<file path="src/rtl/data_mem_controller.sv">
// data_mem_controller
// Multi-cycle data-memory access sequencer. Accepts a decoded load/store
// from the core, runs one valid/ready bus transaction with byte enables,
// returns sign/zero-extended load data and stalls the core until the
// access completes. Misaligned requests are rejected without bus activity
// and accesses that sit in ADDR+RDATA for TIMEOUT cycles are abandoned.
//
// Ports:
//   i_clk, i_rst_n      clock (rising edge), async active-low reset
//   i_memReq/Write      request and direction (1 = store), held while stalled
//   i_funct3            [1:0] size (byte/half/word/illegal), [2] zero-extend
//   i_addr, i_wdata     byte address and store data
//   o_stall             core holds its instruction
//   o_rdata/Valid       extended load data, one-cycle valid pulse
//   o_misaligned        one-cycle pulse, request rejected
//   o_busErr            one-cycle pulse, request timed out
//   o_bus*, i_bus*      bus request channel and read-data return
module data_mem_controller #(
    parameter int TIMEOUT = 255
) (
    input  logic        i_clk,
    input  logic        i_rst_n,
    input  logic        i_memReq,
    input  logic        i_memWrite,
    input  logic [2:0]  i_funct3,
    input  logic [31:0] i_addr,
    input  logic [31:0] i_wdata,
    output logic        o_stall,
    output logic [31:0] o_rdata,
    output logic        o_rdataValid,
    output logic        o_misaligned,
    output logic        o_busErr,
    output logic        o_busValid,
    input  logic        i_busReady,
    output logic        o_busWrite,
    output logic [31:0] o_busAddr,
    output logic [31:0] o_busWdata,
    output logic [3:0]  o_busBe,
    input  logic        i_busRvalid,
    input  logic [31:0] i_busRdata
);

    typedef enum logic [1:0] {IDLE, ADDR, RDATA, DONE} state_t;

    localparam logic [8:0] TMO = TIMEOUT[8:0];

    state_t      state;
    logic [7:0]  cnt;
    logic [1:0]  size_q;
    logic [1:0]  lane_q;
    logic        uns_q;

    logic        mis;
    logic        accept;
    logic [8:0]  cnt_inc;
    logic        tmo;
    logic [3:0]  be_n;
    logic [31:0] wd_n;
    logic [31:0] sh;
    logic [31:0] ext;

    assign mis = (i_funct3[1:0] == 2'b11) ||
                 (i_funct3[1:0] == 2'b01 && i_addr[0]) ||
                 (i_funct3[1:0] == 2'b10 && i_addr[1:0] != 2'b00);

    assign accept       = (state == IDLE) && i_memReq && !mis;
    assign o_misaligned = (state == IDLE) && i_memReq && mis;
    assign o_stall      = accept || (state == ADDR) || (state == RDATA);

    // Count includes the current cycle, so the TIMEOUT-th waiting cycle
    // without completion is the one that gives up.
    assign cnt_inc = {1'b0, cnt} + 9'd1;
    assign tmo     = cnt_inc >= TMO;

    // Lane-replicated store data and enables, computed from the request
    // and captured once at acceptance.
    always_comb begin
        be_n = 4'b1111;
        wd_n = i_wdata;
        case (i_funct3[1:0])
            2'b00: begin
                be_n = 4'b0001 << i_addr[1:0];
                wd_n = {4{i_wdata[7:0]}};
            end
            2'b01: begin
                be_n = i_addr[1] ? 4'b1100 : 4'b0011;
                wd_n = {2{i_wdata[15:0]}};
            end
            default: ;
        endcase
        if (!i_memWrite)
            be_n = 4'b0000;
    end

    // Alignment guarantees the low address bits select the lane directly
    // for both byte and half accesses.
    always_comb begin
        sh = i_busRdata >> {lane_q, 3'b000};
        case (size_q)
            2'b00:   ext = {{24{~uns_q & sh[7]}}, sh[7:0]};
            2'b01:   ext = {{16{~uns_q & sh[15]}}, sh[15:0]};
            default: ext = i_busRdata;
        endcase
    end

    always_ff @(posedge i_clk or negedge i_rst_n) begin
        if (!i_rst_n) begin
            state        <= IDLE;
            cnt          <= 8'd0;
            size_q       <= 2'b00;
            lane_q       <= 2'b00;
            uns_q        <= 1'b0;
            o_busValid   <= 1'b0;
            o_busWrite   <= 1'b0;
            o_busAddr    <= 32'd0;
            o_busWdata   <= 32'd0;
            o_busBe      <= 4'b0000;
            o_rdata      <= 32'd0;
            o_rdataValid <= 1'b0;
            o_busErr     <= 1'b0;
        end else begin
            o_rdataValid <= 1'b0;
            o_busErr     <= 1'b0;
            if (state == ADDR || state == RDATA)
                cnt <= tmo ? TMO[7:0] : cnt_inc[7:0];
            case (state)
                IDLE: begin
                    if (accept) begin
                        size_q     <= i_funct3[1:0];
                        lane_q     <= i_addr[1:0];
                        uns_q      <= i_funct3[2];
                        o_busWrite <= i_memWrite;
                        o_busAddr  <= {i_addr[31:2], 2'b00};
                        o_busWdata <= wd_n;
                        o_busBe    <= be_n;
                        o_busValid <= 1'b1;
                        cnt        <= 8'd0;
                        state      <= ADDR;
                    end
                end
                ADDR: begin
                    if (i_busReady) begin
                        o_busValid <= 1'b0;
                        state      <= o_busWrite ? DONE : RDATA;
                    end else if (tmo) begin
                        o_busValid <= 1'b0;
                        o_busErr   <= 1'b1;
                        state      <= DONE;
                    end
                end
                RDATA: begin
                    if (i_busRvalid) begin
                        o_rdata      <= ext;
                        o_rdataValid <= 1'b1;
                        state        <= DONE;
                    end else if (tmo) begin
                        o_busErr <= 1'b1;
                        state    <= DONE;
                    end
                end
                default: state <= IDLE;
            endcase
        end
    end

endmodule

</file>
<file path="config.mk">
export PLATFORM = sky130hd
export DESIGN_NAME = data_mem_controller
export DESIGN_NICKNAME = d
export VERILOG_FILES = /design/src/rtl/data_mem_controller.sv
export SDC_FILE = /design/constraint.sdc
export NUM_CORES = 1
export LEC_CHECK = 0
export CAP_MARGIN = 20
export CORE_MARGIN = 1
export CORE_UTILIZATION = 35
export CTS_BUF_LIST = sky130_fd_sc_hd__clkbuf_8 sky130_fd_sc_hd__clkbuf_16
export CTS_CLUSTER_DIAMETER = 200
export DETAILED_ROUTE_END_ITERATION = 12
export PLACE_DENSITY = 0.66
export SLEW_MARGIN = 30
export SYNTH_ARGS = -nofsm -noshare
export SYNTH_HDL_FRONTEND = slang
export SYNTH_SLANG_ARGS = --single-unit
</file>
<file path="constraint.sdc">
create_clock -name i_clk -period 2.3 [get_ports i_clk]
set_input_delay 0.345 -clock i_clk [delete_from_list [all_inputs] [get_ports i_clk]]
set_output_delay 0.345 -clock i_clk [all_outputs]
set_load 0.02 [all_outputs]
</file>
* Yosys cells after proc, flatten, opt, wreduce, memory -nomap -nowiden
Index checks and enable logic that the tools add are counted.
** Word-level totals
- Register bits after elaboration :: 117
- Input port bits :: 105
- Output and inout port bits :: 106
- Word-level logic and storage cells :: 72
** Operators by class
- Add/sub/neg operators :: 1
- Order comparisons :: 1
- Equality and inequality tests :: 8
- Shifts and indexed selects :: 2
- Multiplexer cells :: 25
- Bitwise logic cells :: 3
- Reductions and logical operators :: 19
** Operators by type and width (count)
- $pmux W32 S2 :: 2
- $mux W8 :: 4
- $shr A32 B5 Y16 :: 1
- $add A8 B1 Y9 const B :: 1
- $ge A9 B8 Y1 const B :: 1
- $mux W1 :: 9
- $mux W2 :: 4
- $mux W4 :: 2
- $pmux W4 S2 :: 1
- $eq A2 B1 Y1 const B :: 3
- $eq A2 B2 Y1 const B :: 3
- $logic_not A2 Y1 :: 3
- $pmux W2 S3 :: 1
- $logic_and A1 B1 Y1 :: 5
- $logic_or A1 B1 Y1 :: 5
- $pmux W1 S2 :: 2
- $reduce_and A2 Y1 :: 2
- $reduce_bool A2 Y1 :: 2
- $shl A1 B2 Y4 const A :: 1
- $ne A3 B3 Y1 const B :: 1
- $reduce_and A3 Y1 :: 1
- $and A1 B1 Y1 :: 2
- $ne A2 B2 Y1 const B :: 1
- $logic_not A1 Y1 :: 1
- $not A1 Y1 :: 1

* Depth between registers and ports, before layout
Gate-level depths: netlist of the first run.
- Word-level depth :: 8
- Gate-level depth with buffers :: 8
- Mapped depth without buffers :: 7

* Least setup slack after synthesis of the first run
No wires, ideal clock.
- Path kind :: register -> output
- Start :: register state[0]
- End :: output port o_stall
- Arrival :: 1.637 ns
- Required time :: 1.955 ns
- Path slack :: 0.318 ns
- Stages on the path, launching flop included :: 7
- Path buffers :: 2
- Cell sequence :: dfrtp_1 > inv_1 > ha_1 > nand3_1 > clkbuf_1 > clkbuf_1 > nand3_1
** On the way
- Cells in the longest elaborated chain, start to end :: 5
- Elaborated cells on any way between the ends :: 7
- Those cells by class :: eq/ne (2); reduce/logical (5)
** Ends and longest elaborated chain
- start: declaration :: line 47 : state_t state;
- start signal: assignment :: line 144 : state <= o_busWrite ? DONE : RDATA;
- $logic_not A2 Y1 :: line 66 : assign accept = (state == IDLE) && i_memReq && !mis;
- $logic_and A1 B1 Y1 (2 in a row) :: line 66
- $logic_or A1 B1 Y1 :: line 68 : assign o_stall = accept || (state == ADDR) || (state == RDATA);
- $logic_or A1 B1 Y1 * :: line 68
- end: declaration :: line 28 : output logic o_stall,
Mark *: on every way between the ends. The rest lies on a longest branch, timed or not.

* Final worst setup path of the first run
- Start :: input port i_addr[1]
- End :: output port o_stall
** On the way
- Cells in the longest elaborated chain, start to end :: 7
** Ends and longest elaborated chain
- start: declaration :: line 26 : input logic [31:0] i_addr,
- $reduce_bool A2 Y1 :: line 64 : (i_funct3[1:0] == 2'b10 && i_addr[1:0] != 2'b00);
- $logic_and A1 B1 Y1 :: line 64
- $logic_or A1 B1 Y1 :: line 63 : (i_funct3[1:0] == 2'b01 && i_addr[0]) ||
- $logic_not A1 Y1 :: line 66
- $logic_and A1 B1 Y1 :: line 66
- $logic_or A1 B1 Y1 (2 in a row) :: line 68
No other way between the ends.

==> qor.tcl, run 1 <==
set qor(outcome) {completed}
set qor(finalSetupViolations) 0
set qor(drive_gt1_frac) 0.08538
set qor(required_ns) 1.96
set qor(final_hold_viol_count) 0
set qor(grt_antenna_before_repair) 0
set qor(numPlacedInstances) 1033
set qor(sequential_fraction_of_the_synthesis_area) 0.5260
set qor(ys_dominant_reg_cell) {sky130_fd_sc_hd__dfrtp_1}
set qor(tritoncts) {yes}
set qor(worstSetupPathType) {primary input to output port}
set qor(fp.dieW_um) 128.1
set qor(detailroute.via_count) 5256
set qor(final_worst_path_setup_slack_ns) 0.1275
set qor(die_area_um2) 16410
set qor(dieHeight_um) 128.1
set qor(dp_hpwl_um) 12390
set qor(detailedRoute.firstIterationViolations) 265
set qor(overall_routed_net_length_um) 17010
set qor(rsz0062_at_grt) {no}
set qor(grt_max_degree) 75
set qor(worst_setup_path_startpoint) {i_addr[1]}
set qor(slew_headroom) 0.4213
set qor(combinational_family_with_the_most_area_after_synthesis) {simple AND/OR/NAND/NOR gates}
set qor(numPortBuffers) 208
set qor(via_count_of_the_first_global_routing_pass) 5341
set qor(post_synth_instance_area_um2) 5567
set qor(ys_ff_latch) 117
set qor(yosys_warnings) 0
set qor(route.antenna.remaining_nets) 0
set qor(fin_worst_skew_ns) 0.01074
set qor(layout_commonest_cell) {sky130_fd_sc_hd__clkdlybuf4s50_1}
set qor(route.detailed.wl_per_inst_um) 15.95
set qor(max_slew.worst_pin.slew_ns) 0.8649
set qor(power.static_leakage_nw) 4.020
set qor(clock-root-buffer) {sky130_fd_sc_hd__clkbuf_16}
set qor(parity_gate_share_of_the_synthesized_area_counting_xor_and_xnor_cells) 0.001573
set qor(track_usage) 0.2147
set qor(num-fill-cells) 1345
set qor(layout_min_cycle_time_ns) 2.173
set qor(cts_made_buffers) 17
set qor(slew_viol_final) 0
set qor(final.hold.worst_slack_ns) 0.4726
set qor(regToRegSetupSlack_ns) 0.41
set qor(fin_cells) 1066
set qor(cts.repair_timing.setup_buffer_count) 0
set qor(regToRegStartpoint) {lane_q[1]}
set qor(gpl_wtd_cong) 0.9018
set qor(first_pass_grt_wire_length_um) 27300
set qor(timing.hold.worst_path_depth) 3
set qor(core_area_um2) 15370
set qor(globalRouteOverflowTotal) 0
set qor(vias_per_cell) 4.931
set qor(synth-edff-count) 0
set qor(initial_core_util) 0.3621
set qor(post_synth_and_or_nand_nor_area_fraction) 0.2284
set qor(fmax_mhz) 460.3
set qor(synth_compound_gate_area_share) 0.1241
set qor(num_antenna_cells) 0
set qor(crit_path_end) {o_stall}
set qor(clk_pin_slew_worst_setup_hold_paths_ns) 0.05
set qor(clk_path_buf_depth) 2
set qor(cp-end-kind) {output port}
set qor(timing.reg2reg.worst_path_depth) 6
set qor(cp_max_fo) 3
set qor(synthCells) 626
set qor(p_per_area_nw_per_um2) 1341
set qor(cts_num_sinks) 117
set qor(muxShareOfSynthArea) 0.06676
set qor(pre_cts_ws_ns) -0.2252
set qor(first_pass_iters) 4
set qor(async_reset_ff_frac) 1.000
set qor(source_to_sink_clock_delay_at_the_later_pin_of_the_worst_skew_pair_ns) 0.41
set qor(route.detailed.drc) 0
set qor(area_growth_pct) 56.10
set qor(max_cap_violations) 0
set qor(clock_tree.htree_level_count) 4
set qor(final_cell_mix) {sky130_fd_sc_hd__clkdlybuf4s50_1 (205), sky130_fd_sc_hd__nand2_1 (194), sky130_fd_sc_hd__dfrtp_1 (117), sky130_fd_sc_hd__o21ai_0 (50)}
set qor(num-nets-final) 954
set qor(placement_rows) 45
set qor(yosysUniqueCellTypes) 46
set qor(pin_count) 211
set qor(startpoint_type) {primary input}
set qor(irDropWorstVdd_mv) 0.9059
set qor(synth_adder_area_share) 0.01573
set qor(min_path_type) {primary input to register}
set qor(post_syn_area_per_cell_um2) 8.892
set qor(timing.final.crit_share) 0.9446
set qor(timing.critical_path.arrival_ns) 1.83
set qor(worst_r2r_endpoint) {o_rdata[16]}
## worst min-delay path by stage
stage                          start              to
after global routing      i_addr[27]   o_busAddr[27]
after CTS                 i_addr[30]   o_busAddr[30]
after detailed placement     i_rst_n   o_busAddr[31]
after floorplan              i_rst_n          cnt[0]
final                     i_addr[30]   o_busAddr[30]
after global placement       i_rst_n  o_busWdata[19]
## per-layer routing
metal | global-route usage | wire length (um) | part of all wire
met4 | 0.06713 | 263 | 0.015
met1 | 0.2529 | 7050 | 0.41
met3 | 0.05551 | 1028 | 0.060
met5 | 0 | 0 | 0
met2 | 0.3814 | 8663 | 0.51
## what timing repair did
action                     4_1_cts  5_1_grt
hold buffers                     1        0
hold endpoints to repair        37        0
gates resized for setup          2        3
setup endpoints to repair        2        1
## layout make-up
type	count	area (um2)	area share
clock inverters	13	211.5	0.02433
multi-input cells	461	2460	0.2831
clock buffers	19	452.9	0.05212
well taps	211	264.0	0.03038
inverters	8	30.03	0.003456
flip-flops and latches	117	2928	0.3369
repair buffers	237	2344	0.2697
## cell families (layout without fill, tap and decap cells)
family | after synthesis | after routing
XOR/XNOR | 1 | 1
AO/OA/AOI/OAI | 119 | 119
multiplexers | 37 | 37
AND/OR/NAND/NOR | 295 | 295
flip-flops | 117 | 117
adder cells (fa/ha/maj) | 7 | 7
other | 1 | 2
buffers and inverters | 49 | 277
## cell usage after synthesis, types with 5 or more instances
| cell type | count | area [um2] |
|---|---|---|
| sky130_fd_sc_hd__a22oi_1 | 7 | 52.55 |
| sky130_fd_sc_hd__o21ai_0 | 50 | 250.2 |
| sky130_fd_sc_hd__clkbuf_1 | 32 | 120.1 |
| sky130_fd_sc_hd__nor2_1 | 36 | 135.1 |
| sky130_fd_sc_hd__a31oi_1 | 6 | 37.54 |
| sky130_fd_sc_hd__o22ai_1 | 10 | 62.56 |
| sky130_fd_sc_hd__dfrtp_1 | 117 | 2928 |
| sky130_fd_sc_hd__nand3_2 | 10 | 100.1 |
| sky130_fd_sc_hd__nor2b_1 | 5 | 31.28 |
| sky130_fd_sc_hd__mux2i_1 | 36 | 360.4 |
| sky130_fd_sc_hd__nor3_1 | 5 | 25.02 |
| sky130_fd_sc_hd__nand2_1 | 194 | 728.2 |
| sky130_fd_sc_hd__a21oi_1 | 29 | 145.1 |
| sky130_fd_sc_hd__ha_1 | 7 | 87.58 |
| sky130_fd_sc_hd__nand3_1 | 30 | 150.1 |
| sky130_fd_sc_hd__inv_1 | 7 | 26.28 |
## state kept, by name, indices dropped and copies added, names as in the netlist, 2 cells and up
register	cells
o_busAddr	30
state	2
size_q	2
o_busWdata	32
lane_q	2
o_busBe	4
cnt	8
o_rdata	32
## power breakdown
part,internal (mW),total [mW],switching [mW]
clock,2.07,2.96,0.890
combinational,2.36,5.16,2.80
sequential,2.95,3.53,0.578
total,7.39,11.6,4.26
## critical path: stages
cell and delay, ns:
sky130_fd_sc_hd__clkdlybuf4s50_1 0.45, sky130_fd_sc_hd__o21a_1 0.20, sky130_fd_sc_hd__o22ai_1 0.15, sky130_fd_sc_hd__buf_4 0.17
sky130_fd_sc_hd__nand3_4 0.08, sky130_fd_sc_hd__nand3_1 0.08, sky130_fd_sc_hd__dlygate4sd2_1 0.35
## stage by stage
stage / utilization / setup TNS [ns] / cell area [um2] / total power [mW]
after floorplan: - / 0 / 5570 / 6.154
after global placement: 0.5217 / -0.3911 / 8019 / 8.612
after detailed placement: 0.5217 / -0.4642 / 8019 / 8.737
after CTS: 0.5654 / 0 / 8691 / 11.76
after global routing: 0.5653 / 0 / 8690 / 12.35
final: 0.5653 / 0 / 8690 / 11.65
Power figures use the tool's default switching activity.
==> run 2: changes to the inputs <==
- CAP_MARGIN: 20 -> 15
==> results of run 2 <==
Same layout as run 1: the final DEF is identical, and so are final timing and power.
==> run 3: changes to the inputs <==
- CORE_UTILIZATION: 35 -> 45
- PLACE_DENSITY: 0.66 -> 0.79
==> run 3 against run 2 <==
  * Flip-flop and latch count did not move
  * Non-clock buffer count fell by 5
  * Die area fell by 22%
  * Register-to-register slack barely moved
  * Sequential power barely moved
  * Clock skew fell by 0.0011 ns
  * Final cell count fell by 6.7%
  * Core utilization rose by 14 points
==> qor.tcl, run 3 (synthesized netlist as in run 1, its figures left out) <==
set qor(clk_path_buf_depth) 2 ;# unchanged
set qor(max_cap_violations) 0 ;# unchanged
set qor(critical-path-max-stage-delay_ns) 0.43 ;# was 0.45 ns
set qor(irDropWorstVdd_mv) 0.6480 ;# was 0.9059 mV
set qor(drive_gt1_frac) 0.07665 ;# was 0.08538
set qor(clk_pin_slew_worst_setup_hold_paths_ns) 0.05 ;# about the same
set qor(tritoncts) {yes} ;# unchanged
set qor(worstSetupPathType) {register to output port} ;# was primary input to output port
set qor(required_ns) 1.96 ;# about the same
set qor(reg_top3) {o_busWdata: 32 flops, o_rdata: 32 flops, o_busAddr: 30 flops} ;# unchanged
set qor(area_growth_pct) 51.81 ;# was 56.10%
set qor(outcome) {completed} ;# unchanged
set qor(grt_antenna_before_repair) 0 ;# unchanged
set qor(grt_max_degree) 73 ;# was 75
set qor(pin_count) 211 ;# unchanged
set qor(gpl_wtd_cong) 0.9210 ;# was 0.9018
set qor(core_area_um2) 12010 ;# was 15370 um2
set qor(rsz0062_at_grt) {no} ;# unchanged
set qor(route.antenna.remaining_nets) 0 ;# unchanged
set qor(overall_routed_net_length_um) 16630 ;# was 17010 um
set qor(route.detailed.wl_per_inst_um) 16.71 ;# was 15.95 um
set qor(placement_rows) 40 ;# was 45
set qor(cts_made_buffers) 17 ;# unchanged
set qor(detailedRoute.firstIterationViolations) 438 ;# was 265
set qor(dp_hpwl_um) 12110 ;# was 12390 um
set qor(cts_num_sinks) 117 ;# unchanged
set qor(cts.repair_timing.setup_buffer_count) 0 ;# unchanged
set qor(path_delay_family) {buffers and inverters} ;# unchanged
set qor(pre_cts_ws_ns) -0.1151 ;# was -0.2252 ns
set qor(num_antenna_cells) 0 ;# unchanged
set qor(globalRouteOverflowTotal) 0 ;# unchanged
set qor(dieHeight_um) 113.2 ;# was 128.1 um
set qor(p_per_area_nw_per_um2) 1309 ;# was 1341 nW/um2
set qor(cp-end-kind) {output port} ;# unchanged
set qor(worst-path-buf-inv) 2 ;# was 3
set qor(timing.critical_path.arrival_ns) 1.85 ;# was 1.83 ns
set qor(max_slew.worst_pin.slew_ns) 0.8777 ;# was 0.8649 ns
set qor(fp.dieW_um) 113.2 ;# was 128.1 um
set qor(via_count_of_the_first_global_routing_pass) 5363 ;# was 5341
set qor(route.detailed.drc) 0 ;# unchanged
set qor(power.static_leakage_nw) 3.938 ;# was 4.020 nW
set qor(vias_per_cell) 5.446 ;# was 4.931
set qor(initial_core_util) 0.4634 ;# was 0.3621
set qor(final_hold_viol_count) 0 ;# unchanged
set qor(finalSetupViolations) 0 ;# unchanged
set qor(timing.final.crit_share) 0.9530 ;# was 0.9446
set qor(finalCoreUtilization) 0.7035 ;# was 0.5653
set qor(clock_tree.htree_level_count) 4 ;# unchanged
set qor(fin_worst_skew_ns) 0.009620 ;# was 0.01074 ns
set qor(cp_max_fo) 6 ;# was 3
set qor(final_cell_mix) {sky130_fd_sc_hd__clkdlybuf4s50_1 (205), sky130_fd_sc_hd__nand2_1 (194), sky130_fd_sc_hd__dfrtp_1 (117), sky130_fd_sc_hd__o21ai_0 (50)} ;# unchanged
set qor(first_pass_iters) 6 ;# was 4
set qor(min_path_type) {primary input to asynchronous set/reset pin} ;# was primary input to register
set qor(critPathSlowestCell) {sky130_fd_sc_hd__dfrtp_1} ;# was sky130_fd_sc_hd__clkdlybuf4s50_1
set qor(startpoint_type) {register} ;# was primary input
set qor(detailroute.via_count) 5419 ;# was 5256
set qor(slew_headroom) 0.4127 ;# was 0.4213
set qor(layout_commonest_cell) {sky130_fd_sc_hd__clkdlybuf4s50_1} ;# unchanged
set qor(crit_chain) {inv_1, ha_2, nand2_1, nor2_1, dlygate4sd2_1} ;# was clkdlybuf4s50_1, o21a_1, o22ai_1, buf_4, nand3_4, nand3_1, dlygate4sd2_1
set qor(die_area_um2) 12820 ;# was 16410 um2
set qor(fmax_mhz) 456.2 ;# was 460.3 MHz
set qor(numPortBuffers) 208 ;# unchanged
set qor(final_worst_path_setup_slack_ns) 0.1081 ;# was 0.1275 ns
set qor(num-nets-final) 949 ;# was 954
set qor(num-fill-cells) 934 ;# was 1345
set qor(track_usage) 0.2707 ;# was 0.2147
set qor(first_pass_grt_wire_length_um) 26770 ;# was 27300 um
set qor(source_to_sink_clock_delay_at_the_later_pin_of_the_worst_skew_pair_ns) 0.41 ;# about the same
set qor(slew_viol_final) 0 ;# unchanged
set qor(clock-root-buffer) {sky130_fd_sc_hd__clkbuf_16} ;# unchanged
set qor(layout_min_cycle_time_ns) 2.192 ;# was 2.173 ns
[run 3: routing by layer]
metal	GRT usage	vias to the layer above	routed length [um]
met4	0.1316	0	554
met5	0	-	0
met3	0.06481	51	1063
met1	0.3179	2595	6603
met2	0.4663	245	8404
li1	-	2528	-
[run 3: final timing paths]
path	to	slack (ns)	cells past startpoint	startpoint
hold reg to reg	o_busAddr[11]	0.48	2	o_busAddr[11]
max in group asynchronous	o_busWdata[12]	1.09	3	i_rst_n
hold / removal	o_rdata[15]	0.43	2	i_rst_n
setup reg to reg	o_rdata[19]	0.42	6	lane_q[1]
setup / recovery	o_misaligned	0.11	5	state[0]
min in group i_clk	o_busAddr[12]	0.46	3	i_addr[12]
[run 3: what timing repair did]
action | CTS | global route
hold endpoints to repair | 33 | 0
hold buffers | 1 | 0
endpoints found under the setup margin | 2 | 0
resized for setup | 3 | 0
[run 3: per-stage QoR]
| stage | hold WS, ns | power [mW] | area (um2) | setup TNS, ns | cells |
|---|---|---|---|---|---|
| detailed placement | 0.3276 | 8.706 | 7901 | -0.5860 | 964 |
| global route | 0.4624 | 11.68 | 8451 | 0 | 995 |
| CTS | 0.4439 | 11.12 | 8451 | 0 | 995 |
| global placement | 0.3263 | 8.529 | 7901 | -0.1481 | 964 |
| floorplan | 0.04941 | 6.154 | 5570 | 0 | 627 |
| finish | 0.4304 | 11.06 | 8451 | 0 | 995 |
[run 3: report_power, final]
group / leakage [nW] / switching, mW / internal [mW]
registers: 1.46 / 0.608 / 2.96
clock network: 0.284 / 0.850 / 1.51
logic: 2.19 / 2.79 / 2.34
[run 3: worst register-to-register path, delay by kind of cell, from the launching register on]
kind,cells,cell delay (ns)
buffers and inverters,1,0.17
AOI/OAI and AO/OA,1,0.46
DFF,1,0.43
and+or+nand+nor,2,0.30
muxes,2,0.45
[run 3: layout make-up]
cell class              instances  area, um2  area share
flip-flops and latches        117       2928      0.3465
multi-input cells             461       2460      0.2911
repair buffers                232       2310      0.2733
clock buffers                  23      508.0     0.06011
well taps                     147      183.9     0.02176
clock inverters                 7      31.28    0.003702
inverters                       8      30.03    0.003553
